File: config.mk
export PLATFORM = sky130hd
export DESIGN_NAME = spi_sub_rx
export DESIGN_NICKNAME = d
export VERILOG_FILES = /design/src/rtl/spi_sub_rx.sv
export SDC_FILE = /design/constraint.sdc
export NUM_CORES = 1
export LEC_CHECK = 0
export BUFFER_PORTS_ARGS = -buffer_cell sky130_fd_sc_hd__buf_4
export CAP_MARGIN = 20
export CORE_MARGIN = 2
export CORE_UTILIZATION = 50
export CTS_CLUSTER_DIAMETER = 120
export DETAILED_ROUTE_END_ITERATION = 10
export GPL_ROUTABILITY_DRIVEN = 0
export PLACE_DENSITY = 0.71
export SYNTH_ARGS = -nofsm -noshare
export SYNTH_HDL_FRONTEND = slang
export SYNTH_SLANG_ARGS = --single-unit
export TNS_END_PERCENT = 5
File: constraint.sdc
create_clock -name sys_clk -period 1.5 [get_ports sys_clk]
set_input_delay 0.15 -clock sys_clk [delete_from_list [all_inputs] [get_ports sys_clk]]
set_output_delay 0.15 -clock sys_clk [all_outputs]
set_load 0.01 [all_outputs]
File: src/rtl/spi_sub_rx.sv
// SPI subordinate receiver: oversamples sclk/mosi/csb on sys_clk and deserialises
// each chip-select frame (2 power-state bits + WORD_WIDTH data bits, MSB first).
module spi_sub_rx #(
    parameter int WORD_WIDTH = 16
) (
    input  logic                  sys_clk,
    input  logic                  rst,
    input  logic                  sclk,
    input  logic                  mosi,
    input  logic                  csb,
    output logic [WORD_WIDTH-1:0] parallel_out,
    output logic [1:0]            power_state_out,
    output logic                  valid,
    output logic                  frame_err
);

    localparam int FRAME_BITS = WORD_WIDTH + 2;
    localparam int CNT_W      = $clog2(FRAME_BITS + 2);
    localparam logic [CNT_W-1:0] CNT_ONE  = CNT_W'(1);
    localparam logic [CNT_W-1:0] CNT_FULL = CNT_W'(FRAME_BITS);
    localparam logic [CNT_W-1:0] CNT_SAT  = CNT_W'(FRAME_BITS + 1);

    typedef enum logic [0:0] {
        IDLE  = 1'b0,
        SHIFT = 1'b1
    } state_t;

    logic sclk_s1_r, sclk_s2_r, sclk_s3_r;
    logic mosi_s1_r, mosi_s2_r;
    logic csb_s1_r, csb_s2_r, csb_s3_r;
    logic post_rst_r, armed_r;
    state_t state_r, state_nx_s;
    logic [CNT_W-1:0]      cnt_r;
    logic [FRAME_BITS-1:0] shreg_r;
    logic [WORD_WIDTH-1:0] parallel_r;
    logic [1:0]            power_state_r;
    logic                  valid_r, frame_err_r;
    logic sclk_rise_s, csb_fall_s, csb_rise_s;
    logic clr_s, shift_s, eval_s;

    // Two-flop synchronisers plus history flop; idle values avoid edges on reset release
    always_ff @(posedge sys_clk) begin
        if (rst) begin
            sclk_s1_r <= 1'b0; sclk_s2_r <= 1'b0; sclk_s3_r <= 1'b0;
            mosi_s1_r <= 1'b0; mosi_s2_r <= 1'b0;
            csb_s1_r  <= 1'b1; csb_s2_r  <= 1'b1; csb_s3_r  <= 1'b1;
        end else begin
            sclk_s1_r <= sclk;      sclk_s2_r <= sclk_s1_r; sclk_s3_r <= sclk_s2_r;
            mosi_s1_r <= mosi;      mosi_s2_r <= mosi_s1_r;
            csb_s1_r  <= csb;       csb_s2_r  <= csb_s1_r;  csb_s3_r  <= csb_s2_r;
        end
    end

    assign sclk_rise_s = sclk_s2_r & ~sclk_s3_r;
    assign csb_fall_s  = ~csb_s2_r & csb_s3_r;
    assign csb_rise_s  = csb_s2_r & ~csb_s3_r;

    // Arm frame start only once csb has been seen high from the pin after reset,
    // so a csb held low through reset cannot masquerade as a fresh fall
    always_ff @(posedge sys_clk) begin
        if (rst) begin
            post_rst_r <= 1'b0;
            armed_r    <= 1'b0;
        end else begin
            post_rst_r <= 1'b1;
            armed_r    <= armed_r | (post_rst_r & csb_s1_r);
        end
    end

    // FSM state register
    always_ff @(posedge sys_clk) begin
        if (rst) begin
            state_r <= IDLE;
        end else begin
            state_r <= state_nx_s;
        end
    end

    // Next-state and datapath controls; csb rise takes priority over a coincident sclk rise
    always_comb begin
        state_nx_s = state_r;
        clr_s      = 1'b0;
        shift_s    = 1'b0;
        eval_s     = 1'b0;
        case (state_r)
            IDLE: begin
                if (csb_fall_s && armed_r) begin
                    state_nx_s = SHIFT;
                    clr_s      = 1'b1;
                end else begin
                    state_nx_s = IDLE;
                end
            end
            SHIFT: begin
                if (csb_rise_s) begin
                    state_nx_s = IDLE;
                    eval_s     = 1'b1;
                end else if (sclk_rise_s) begin
                    shift_s    = 1'b1;
                end else begin
                    state_nx_s = SHIFT;
                end
            end
            default: begin
                state_nx_s = IDLE;
            end
        endcase
    end

    // Shift register, saturating bit counter and registered frame outputs
    always_ff @(posedge sys_clk) begin
        if (rst) begin
            shreg_r       <= '0;
            cnt_r         <= '0;
            parallel_r    <= '0;
            power_state_r <= 2'b00;
            valid_r       <= 1'b0;
            frame_err_r   <= 1'b0;
        end else begin
            valid_r     <= 1'b0;
            frame_err_r <= 1'b0;
            if (clr_s) begin
                shreg_r <= '0;
                cnt_r   <= '0;
            end else if (shift_s) begin
                if (cnt_r <= CNT_FULL) begin
                    shreg_r <= {shreg_r[FRAME_BITS-2:0], mosi_s2_r};
                end
                if (cnt_r != CNT_SAT) begin
                    cnt_r <= cnt_r + CNT_ONE;
                end
            end else if (eval_s) begin
                if (cnt_r == CNT_FULL) begin
                    power_state_r <= shreg_r[FRAME_BITS-1:FRAME_BITS-2];
                    parallel_r    <= shreg_r[WORD_WIDTH-1:0];
                    valid_r       <= 1'b1;
                end else begin
                    frame_err_r   <= 1'b1;
                end
            end
        end
    end

    assign parallel_out    = parallel_r;
    assign power_state_out = power_state_r;
    assign valid           = valid_r;
    assign frame_err       = frame_err_r;

endmodule

After elaboration in Yosys (flattened, before gate mapping)
Index checks and enable logic that the tools add are counted.

$add $sub $neg: 1. $lt $le $gt $ge: 1. Eq/ne operators: 2. Multiplexer cells: 12. Bitwise operators: 12. Reduce and logical (&&, ||, !) cells: 6.

Operators with widths (count): $mux W1 (11); $not A1 Y1 (7); $add A5 B1 Y5 const B (1); $eq A5 B5 Y1 const B (1); $le A5 B5 Y1 const B (1); $ne A5 B5 Y1 const B (1); $and A1 B1 Y1 (4); $reduce_and A2 Y1 (2); $reduce_and A4 Y1 (1); $reduce_or A4 Y1 (1); $pmux W1 S2 (1); $reduce_or A2 Y1 (1); $logic_and A1 B1 Y1 (1); $or A1 B1 Y1 (1).

Register bits after elaboration: 54. Bits of input ports: 5. Output and inout bits: 20. Word-level logic and storage cells: 51.

Longest topological paths before layout
Gate-level depths: netlist of run 1.

Depth in word-level cells: 7. Mapped depth: 8. Gate-level depth less buffers: 6.

Worst setup path before layout of run 1
OpenSTA, ideal clock, no wires.

Kind: flip-flop to flip-flop. Start: register cnt_r[0]. End: register parallel_r[5], in the netlist parallel_out[5]. Library setup time: 132 ps. Data arrival time: 1371 ps. Data required time: 1368 ps. Setup slack: -3 ps. Cell stages (with the launch flop): 9. Path buffers: 2. Clock period less this slack: 1503 ps. Cell sequence: dfxtp_1 -> inv_1 -> ha_1 -> and4bb_2 -> and3_1 -> buf_6 -> buf_6 -> nand2_1 -> a21oi_1.

Cells in the longest elaborated chain, start to end: 2.

RTL lines: start, declared (line 33) `logic [CNT_W-1:0] cnt_r;`; start signal, assigned (line 130) `cnt_r <= cnt_r + CNT_ONE;`; $eq A5 B5 Y1 (line 133) `if (cnt_r == CNT_FULL) begin`; $reduce_and A4 Y1 (no source line); end signal, assigned (line 135) `parallel_r <= shreg_r[WORD_WIDTH-1:0];`; end, declared (line 35) `logic [WORD_WIDTH-1:0] parallel_r;`.

No other way between the ends. A chain may end at the register's enable or synchronous reset.

Worst setup path after layout of run 1
Start: register cnt_r[1]. End: register parallel_r[6], in the netlist parallel_out[6].

The elaborated chain is that of the path after synthesis.

==> flow_summary_export.csv, run 1 <==
group,metric,value,unit
outcome,status,"finished, final reports clean",
clocking,cts_tree,"yes",
sta,fmax,680.6,MHz
synthesis,netlist_area,2002,um2
final_layout,nets,248,
global_route,grt_pass1_vias,1354,
final_layout,num_antenna_cells,0,
final_layout,fillers,296,
placement,pre_cts_ws,-76.53,ps
clocking,cts.reportedPaths.clkPinSlew,80,ps
detailed_routing,wirelength,3.597,mm
floorplanning,die_w,67.28,um
min_path,hold_path_class,"in2reg",
power_and_ir_drop,pwr-share-comb,3.1,%
final_layout,regArea,1090,um2
power_and_ir_drop,p_switching,454.9,uW
synthesis,avgSynthCellArea,9.671,um2
global_route,grt_pass1_wl,5.865,mm
power_and_ir_drop,pwr-share-seq,63.5,%
detailed_routing,drt-met1-wl,1.748,mm
worst_setup_path,crit_type,"reg2reg",
synthesis,synth_ff_type,"dfxtp_1",
sta,finalCritPeriodShare,97.96,%
worst_setup_path,path_max_fanout,5,
placement,dp.final_hpwl,2.200,mm
synthesis,ys_types,30,
worst_setup_path,r2r_end,"parallel_out[6]",
floorplanning,die_area,4526,um2
clocking,htree_levels,2,
worst_setup_path,worstPathRequired,1720,ps
synthesis,ys_warn_count,0,
worst_setup_path,startpoint,"cnt_r[1]",
placement,place.port_buffers,24,
worst_setup_path,r2r_cells,6,
floorplanning,rows,22,
clocking,clockBufferDepth,2,
run,max-cap-violations,0,
power_and_ir_drop,peakVddDrop,660.6,uV
detailed_routing,dr_wl_met3,151,um
sta,setup_violations,0,
synthesis,yosys_register_bits,54,
power_and_ir_drop,p_int,1.832,mW
power_and_ir_drop,p_leak,0.9454,nW
sta,rsz0062_at_grt,"true",
synthesis,synth_seq_area_share,54.00,%
worst_setup_path,crit_arrival,1690,ps
worst_setup_path,crit_path_end_kind,"flop",
sta,setup_ws,30.65,ps
detailed_routing,drc,0,
floorplanning,core_region_area,3744,um2
detailed_routing,met2_length,1.643,mm
worst_setup_path,critical_path.endpoint,"parallel_out[6]",
detailed_routing,drt_iter0_markers,69,
global_route,globalRouteTotalUtil,16.73,%
global_route,grt_max_degree,33,
clocking,cts_buffers,5,
detailed_routing,vias,1469,
final_layout,multiInputGateArea,934.6,um2
floorplanning,start_util,53.48,%
global_route,overflow,0,
clocking,cts_sinks,54,
detailed_routing,viasPerCell,5.101,
worst_setup_path,reg2reg_slack,30,ps
power_and_ir_drop,netSwitchingFraction,19.89,%
final_layout,drive_gt1_share,32.92,%
sta,slew_viol_final,0,
sta,maxSlewHeadroom,74.08,%
clocking,holdBufCountCts,0,
synthesis,async_flop_share,0,%
sta,period_minus_slack,1469,ps
clocking,clk_root_buffer_cell,"clkbuf_8",
detailed_routing,wire_per_inst,12.49,um
detailed_routing,ant_nets,0,
power_and_ir_drop,pwr-share-clk,33.4,%
power_and_ir_drop,cellPowerDensity,896.2,nW/um2
final_layout,syn_to_final_growth,27.44,%
worst_setup_path,critPathLaunchType,"flop",
synthesis,synth_cells,207,
worst_setup_path,r2r_start,"cnt_r[1]",
floorplanning,io_pins,25,
synthesis,syn_nets,214,
detailed_routing,firstDrtPassIters,6,
detailed_routing,top_layer,"met4",
sta,hold_viol,0,
floorplanning,die_h,67.28,um
sta,worst_pin_slew,388.9,ps
sta,hold_ws,42.00,ps
global_route,antenna_found_initial,0,
sta,finClkSkew,7.172,ps
clocking,insertion_delay,290,ps
synthesis,synth_edf_count,0,
==> power by group through the flow <==
stage	clock network (mW)	registers [mW]	logic, mW
after floorplan	0	1.48	0.0422
after global placement	0	1.49	0.0655
after detailed placement	0	1.49	0.0663
after CTS	0.785	1.45	0.0676
after global routing	0.857	1.45	0.0780
final	0.764	1.45	0.0717
==> flip-flops by register name, summed over array words and instances, names as in the netlist <==
| register | cells |
|---|---|
| mosi_s1_r | 1 |
| cnt_r | 5 |
| mosi_s2_r | 1 |
| csb_s1_r | 1 |
| sclk_s1_r | 1 |
| sclk_s3_r | 1 |
| valid | 1 |
| csb_s3_r | 1 |
| csb_s2_r | 1 |
| armed_r | 1 |
| parallel_out | 16 |
| sclk_s2_r | 1 |
| shreg_r | 18 |
| post_rst_r | 1 |
| frame_err | 1 |
| power_state_out | 2 |
| state_r | 1 |
==> per-stage QoR <==
step / power, mW / instance area (um2) / utilization (%) / std cells / setup TNS (ps)
after global placement: 1.551 / 2247 / 60.03 / 277 / -35.27
after CTS: 2.305 / 2349 / 62.73 / 284 / 0
after global routing: 2.388 / 2551 / 68.15 / 288 / -292.5
final: 2.286 / 2551 / 68.15 / 288 / 0
after detailed placement: 1.552 / 2247 / 60.03 / 277 / -1115
after floorplan: 1.527 / 2003 / - / 207 / 0
==> synthesized netlist by cell type, types with 2 or more instances <==
master    instances  share of area, %
nand2_1          57                11
dfxtp_1          54                54
a21oi_1          21               5.2
mux2i_1          19               9.5
nor2_1            8               1.5
nor2b_1           7               2.2
inv_1             5              0.94
buf_6             4               2.2
clkbuf_1          3              0.56
nor3_1            3              0.75
or2_2             3              0.94
xnor2_1           3               1.3
ha_1              2               1.2
o21ai_0           2              0.50
==> worst max-delay path, cell delays in order (launching register included) <==
cell	delay, ps
dfxtp_4	390
ha_4	130
and4bb_2	290
and3_4	250
clkbuf_16	150
nand2_1	60
a21oi_1	130
==> timing repair <==
item / in CTS / in global routing
resized for setup: 3 / 36
endpoints found under the hold margin: 0 / 0
cloned: 0 / 3
buffers inserted: 1 / 1
pin swaps: 0 / 11
setup endpoints to repair: 22 / 38
==> worst min-delay path by stage <==
stage / slack, ps / end / depth (start not counted) / startpoint
2_1_floorplan: 250 / csb_s1_r / 1 / csb
3_3_place_gp: 330 / csb_s1_r / 2 / csb
3_5_place_dp: 340 / csb_s1_r / 2 / csb
4_1_cts: 30 / csb_s1_r / 2 / csb
5_1_grt: 30 / csb_s1_r / 2 / csb
6_report: 40 / csb_s1_r / 2 / csb
==> routing by layer <==
metal / global-route usage (%) / vias up
met5: 0 / -
met4: 3.061 / 0
met1: 22.63 / 677
met2: 27.10 / 33
li1: - / 750
met3: 4.500 / 9
==> layout by cell type (no fill, tap or decap), types with 2 or more instances in the layout <==
cell type and instances:
inv_1 4, clkbuf_16 2, or2_2 3, nand2_2 4
nor3_1 3, a21oi_2 9, buf_6 2, nor2b_1 6
nand2_1 51, buf_4 29, ha_4 2, mux2i_1 19
buf_12 3, nand2_4 2, a21oi_1 12, nor2_1 8
dfxtp_2 4, xnor2_1 3, dfxtp_1 49, clkbuf_8 6
==> layout make-up <==
cell class,count,area share [%]
repair buffers,37,14.32
well taps,48,2.354
flip-flops and latches,54,42.72
multi-input cells,138,36.64
clock buffers,6,3.237
inverters,5,0.7357
==> logic make-up (layout without fill, tap and decap cells) <==
group	Yosys count	count (layout)	synth area share, %
buf+inv	15	48	5.375
fa+ha+maj	2	2	1.250
compound gates	27	27	8.250
xor+xnor	3	3	1.313
mux	19	19	9.500
flops	54	54	54.00
simple gates	87	87	20.31
Power figures use the tool's default switching activity.
==> run 2, diff against run 1 <==
--- a/config.mk
+++ b/config.mk
@@ -13,6 +13,7 @@
 export DETAILED_ROUTE_END_ITERATION = 10
 export GPL_ROUTABILITY_DRIVEN = 0
 export PLACE_DENSITY = 0.71
+export REMOVE_ABC_BUFFERS = 1
 export SYNTH_ARGS = -nofsm -noshare
 export SYNTH_HDL_FRONTEND = slang
 export SYNTH_SLANG_ARGS = --single-unit
==> run 2 against run 1 <==
  * Clock skew fell by 1.2 ps
  * Critical path depth rose by 1
  * Largest cell class unchanged
  * Worst setup slack improved by 36 ps
  * Register-to-register slack improved by 40 ps
  * Final cell count rose by 1.7%
  * Combinational power fell by 8.9%
  * Hold slack got worse by 18 ps
  * Via count rose by 0.68%
  * Non-clock buffer count rose by 4
  * First-iteration DRC count rose by 17%
==> flow_summary_export.csv, run 2 (same netlist as run 1, synthesis figures left out) <==
group,metric,value,unit
detailed_routing,drc,0,
floorplanning,start_util,53.48,%
floorplanning,die_h,67.28,um
worst_setup_path,critPathLaunchType,"flop",
run,max-cap-violations,0,
global_route,grt_pass1_wl,6.230,mm
global_route,grt_pass1_vias,1369,
floorplanning,rows,22,
min_path,hold_path_class,"in2reg",
floorplanning,die_area,4526,um2
worst_setup_path,critical_path.endpoint,"cnt_r[1]",
final_layout,multiInputGateArea,845.8,um2
worst_setup_path,r2r_end,"cnt_r[1]",
clocking,holdBufCountCts,0,
worst_setup_path,r2r_start,"cnt_r[0]",
power_and_ir_drop,p_switching,492.8,uW
sta,fmax,697.6,MHz
global_route,grt_max_degree,20,
worst_setup_path,crit_arrival,1650,ps
clocking,cts_sinks,54,
detailed_routing,firstDrtPassIters,4,
final_layout,final_util,65.41,%
power_and_ir_drop,cellPowerDensity,1021,nW/um2
worst_setup_path,reg2reg_slack,70,ps
sta,hold_ws,24.47,ps
global_route,globalRouteTotalUtil,18.51,%
power_and_ir_drop,pwr-share-clk,39.3,%
final_layout,fillers,329,
sta,worst_pin_slew,538.8,ps
final_layout,top_register,"shreg_r",
global_route,antenna_found_initial,0,
sta,finalCritPeriodShare,95.57,%
clocking,clockBufferDepth,2,
power_and_ir_drop,netSwitchingFraction,19.72,%
clocking,htree_levels,2,
floorplanning,die_w,67.28,um
power_and_ir_drop,pwr-share-seq,58.1,%
worst_setup_path,crit_path_end_kind,"flop",
detailed_routing,vias,1479,
final_layout,drive_gt1_share,26.53,%
detailed_routing,wire_per_inst,12.58,um
sta,period_minus_slack,1433,ps
placement,dp_cells,284,
final_layout,largest_register_ffs,18,
placement,place.port_buffers,24,
final_layout,final_common_cell,"nand2_1",
worst_setup_path,worstPathRequired,1710,ps
detailed_routing,wirelength,3.686,mm
clocking,cts_tree,"yes",
worst_setup_path,path_max_fanout,3,
outcome,status,"finished, final reports clean",
power_and_ir_drop,p_leak,0.8921,nW
floorplanning,io_pins,25,
placement,dp.final_hpwl,2.327,mm
final_layout,num_antenna_cells,0,
global_route,overflow,0,
worst_setup_path,r2r_cells,7,
sta,slew_viol_final,0,
final_layout,regArea,1084,um2
clocking,cts.reportedPaths.clkPinSlew,90,ps
final_layout,layout.cells.non_filler,293,
sta,hold_viol,0,
sta,timing.setup.tns,0,ps
detailed_routing,drt_iter0_markers,81,
power_and_ir_drop,pwr-share-comb,2.6,%
final_layout,syn_to_final_growth,22.31,%
power_and_ir_drop,power,2.499,mW
worst_setup_path,crit_type,"reg2reg",
final_layout,nets,252,
clocking,insertion_delay,310,ps
sta,rsz0062_at_grt,"false",
sta,maxSlewHeadroom,64.08,%
floorplanning,core_region_area,3744,um2
power_and_ir_drop,peakVddDrop,774.2,uV
clocking,clk_root_buffer_cell,"clkbuf_8",
clocking,cts_buffers,5,
worst_setup_path,startpoint,"cnt_r[0]",
power_and_ir_drop,p_int,2.006,mW
sta,setup_violations,0,
final_layout,final_cell_mix,"nand2_1, dfxtp_1, buf_4",
detailed_routing,viasPerCell,5.048,
sta,finClkSkew,5.924,ps
detailed_routing,ant_nets,0,
==> run 2: critical path, cell delays in order, from the launching register on <==
cell and delay, ps:
dfxtp_2 340, buf_4 140, ha_1 210, nor4bb_1 130, nor3_1 130, buf_4 150, nor2_1 40, a211oi_1 200
==> run 2: worst min-delay path by stage <==
stage / end / slack [ps] / cells after the start / start
CTS: csb_s1_r / 20 / 2 / csb
global placement: csb_s1_r / 340 / 2 / csb
finish: csb_s1_r / 20 / 2 / csb
detailed placement: csb_s1_r / 340 / 2 / csb
global route: csb_s1_r / 20 / 2 / csb
floorplan: post_rst_r / 210 / 1 / rst
==> run 2: routing by layer <==
| metal | vias to the layer above | share of wire, % | wire length, um | track usage, % |
|---|---|---|---|---|
| met5 | - | 0 | 0 | 0 |
| li1 | 757 | - | - | - |
| met4 | 0 | 2.0 | 74 | 9.694 |
| met1 | 683 | 49 | 1816 | 24.03 |
| met2 | 29 | 45 | 1667 | 28.84 |
| met3 | 10 | 3.5 | 128 | 4.000 |
==> run 2: power by group through the flow <==
stage          Combinational [mW]  Clock, mW  Sequential (mW)
2_1_floorplan              0.0286          0             1.48
3_3_place_gp               0.0644          0             1.48
3_5_place_dp               0.0645          0             1.48
4_1_cts                    0.0663      0.995             1.45
5_1_grt                    0.0713       1.07             1.45
6_report                   0.0653      0.983             1.45
==> run 2: final cells by class <==
class / count / share of cell area, %
clock buffers: 6 / 3.373
clock inverters: 1 / 1.226
inverters: 5 / 0.7665
multi-input cells: 138 / 34.54
flip-flops and latches: 54 / 44.25
well taps: 48 / 2.453
repair buffers: 41 / 13.39
==> run 2: through the flow <==
step / area [um2] / worst slack (ps)
2_1_floorplan: 1913 / -610.2
3_3_place_gp: 2298 / 64.30
3_5_place_dp: 2298 / 34.91
4_1_cts: 2455 / -6.121
5_1_grt: 2449 / 7.475
6_report: 2449 / 66.51
==> run 2: repair_timing <==
item	in CTS	in global routing
endpoints found under the setup margin	18	35
buffers inserted	2	0
gates resized for setup	2	14
cloned	1	2
pin swaps	1	3
==> run 3, diff against run 2 <==
--- a/config.mk
+++ b/config.mk
@@ -7,6 +7,7 @@
 export LEC_CHECK = 0
 export BUFFER_PORTS_ARGS = -buffer_cell sky130_fd_sc_hd__buf_4
 export CAP_MARGIN = 20
+export CORE_ASPECT_RATIO = 1.1
 export CORE_MARGIN = 2
 export CORE_UTILIZATION = 50
 export CTS_CLUSTER_DIAMETER = 120
@@ -14,6 +15,7 @@
 export GPL_ROUTABILITY_DRIVEN = 0
 export PLACE_DENSITY = 0.71
 export REMOVE_ABC_BUFFERS = 1
+export SLEW_MARGIN = 20
 export SYNTH_ARGS = -nofsm -noshare
 export SYNTH_HDL_FRONTEND = slang
 export SYNTH_SLANG_ARGS = --single-unit
==> run 3 against run 2 <==
  * Worst setup slack got worse by 34 ps
  * Hold slack better by 1.1 ps
  * Design area increased by 5.7%
  * Maximum frequency is 2.3% lower
  * Combinational power rose by 11%
  * Sequential power about the same
  * Largest cell class unchanged
==> flow_summary_export.csv, run 3 (same netlist as run 1, synthesis figures left out) <==
group,metric,value,unit
outcome,status,"finished, final reports clean",
sta,period_minus_slack,1468,ps
run,max-cap-violations,0,
floorplanning,die_w,64.33,um
power_and_ir_drop,p_leak,0.9149,nW
floorplanning,io_pins,25,
min_path,hold_path_class,"in2reg",
floorplanning,die_area,4527,um2
detailed_routing,viasPerCell,4.997,
final_layout,nets,252,
worst_setup_path,path_delay_family,"simple AND/OR/NAND/NOR gates",
detailed_routing,wirelength,3.893,mm
min_path,hold_depth,2,
worst_setup_path,crit_type,"reg2reg",
power_and_ir_drop,pwr-share-seq,63.5,%
placement,place.port_buffers,24,
detailed_routing,vias,1484,
power_and_ir_drop,peakVddDrop,539.1,uV
power_and_ir_drop,netSwitchingFraction,21.38,%
clocking,clk_root_buffer_cell,"clkbuf_8",
final_layout,final_common_cell,"nand2_1",
sta,maxSlewHeadroom,76.46,%
final_layout,top_register,"shreg_r",
clocking,cts.reportedPaths.clkPinSlew,90,ps
sta,timing.setup.tns,0,ps
final_layout,fillers,337,
final_layout,largest_register_ffs,18,
detailed_routing,wire_per_inst,13.11,um
sta,hold_viol,0,
worst_setup_path,critPathLaunchType,"flop",
sta,slew_viol_final,0,
final_layout,drive_gt1_share,30.61,%
worst_setup_path,reg2reg_slack,30,ps
final_layout,final_cell_mix,"nand2_1, dfxtp_1, buf_4",
final_layout,final_util,66.31,%
clocking,cts_sinks,54,
power_and_ir_drop,p_int,1.797,mW
final_layout,syn_to_final_growth,29.31,%
detailed_routing,firstDrtPassIters,4,
clocking,cts_buffers,5,
global_route,grt_pass1_wl,6.168,mm
final_layout,num_antenna_cells,0,
worst_setup_path,r2r_end,"parallel_out[15]",
power_and_ir_drop,p_switching,488.8,uW
worst_setup_path,critPathBufInv,2,
detailed_routing,drc,0,
clocking,clockBufferDepth,2,
global_route,grt_max_degree,33,
power_and_ir_drop,pwr-share-clk,33.4,%
clocking,holdBufCountCts,0,
min_path,min_from,"csb",
worst_setup_path,critPathSlowestCell,"dfxtp_2",
sta,setup_violations,0,
detailed_routing,ant_nets,0,
worst_setup_path,worstPathRequired,1740,ps
clocking,cts_tree,"yes",
sta,rsz0062_at_grt,"true",
worst_setup_path,r2r_cells,7,
power_and_ir_drop,pwr-share-comb,3.2,%
global_route,overflow,0,
worst_setup_path,path_cells,"inv_2, ha_4, and4bb_2, and3_4, clkbuf_16, nand2_1, a21oi_1",
power_and_ir_drop,cellPowerDensity,883.0,nW/um2
worst_setup_path,path_max_fanout,5,
placement,dp.final_hpwl,2.197,mm
min_path,holdPathEnd,"csb_s1_r",
sta,fmax,681.4,MHz
worst_setup_path,crit_arrival,1710,ps
sta,finClkSkew,3.625,ps
detailed_routing,drt_iter0_markers,66,
worst_setup_path,crit_path_max_incr_delay,360,ps
sta,worst_pin_slew,353.1,ps
floorplanning,rows,24,
worst_setup_path,r2r_start,"cnt_r[0]",
floorplanning,die_h,70.37,um
worst_setup_path,crit_path_end_kind,"flop",
clocking,htree_levels,2,
floorplanning,start_util,51.28,%
global_route,antenna_found_initial,0,
floorplanning,core_region_area,3904,um2
global_route,grt_pass1_vias,1399,
clocking,insertion_delay,300,ps
global_route,globalRouteTotalUtil,17.53,%
sta,finalCritPeriodShare,97.84,%
run 3: cell types whose count changed in the layout (fill, tap and decap cells not counted), sizes merged:
cell,delta
buf,-3
bufinv,-1
clkbuf,+3
clkinvlp,+1
run 3: how the worst max path moves through the flow:
| stage | startpoint | to | cells after the start |
|---|---|---|---|
| floorplan | cnt_r[1] | shreg_r[0] | 4 |
| global placement | cnt_r[1] | shreg_r[6] | 5 |
| detailed placement | cnt_r[1] | shreg_r[5] | 5 |
| CTS | cnt_r[0] | power_state_out[1] | 7 |
| global route | cnt_r[0] | cnt_r[1] | 7 |
| finish | cnt_r[0] | parallel_out[15] | 7 |
run 3: power groups by stage:
stage          clock network [mW]  registers, mW  logic (mW)
2_1_floorplan                   0           1.48      0.0286
3_3_place_gp                    0           1.49      0.0665
3_5_place_dp                    0           1.49      0.0672
4_1_cts                     0.792           1.45      0.0687
5_1_grt                     0.837           1.45      0.0802
6_report                    0.763           1.45      0.0724
run 3: per-stage QoR:
stage	instances	worst slack, ps	total power [mW]	instance area (um2)	hold WS, ps
2_1_floorplan	197	-610.2	1.513	1913	206.5
3_3_place_gp	282	32.71	1.552	2283	336.4
3_5_place_dp	282	-12.01	1.553	2283	336.8
4_1_cts	291	19.93	2.313	2401	15.79
5_1_grt	297	-42.13	2.370	2589	8.792
6_report	297	32.45	2.286	2589	25.53
run 3: cell type report:
cell class                 count  area [um2]  share of cell area [%]
timing repair buffer          41       445.4                   17.21
inverter                       5       18.77                  0.7250
clock buffer                   6       72.57                   2.803
multi-input combinational    138       892.1                   34.46
clock inverter                 1       7.507                  0.2900
sequential                    54        1087                   42.00
tap                           52       65.06                   2.513
run 3: repair_timing:
item                                    in CTS  in global routing
gates cloned                                 1                  4
endpoints found under the hold margin        0                  0
pin swaps                                    1                  7
endpoints found under the setup margin      17                 38
buffers inserted                             1                  2
resized for setup                            4                 22
run 3: routing by layer:
layer,track usage [%],vias to the layer above,share of wire [%]
met5,0,-,0
met4,9.929,0,1.1
met3,2.899,6,4.2
met2,28.59,26,51
met1,21.79,697,44
li1,-,755,-
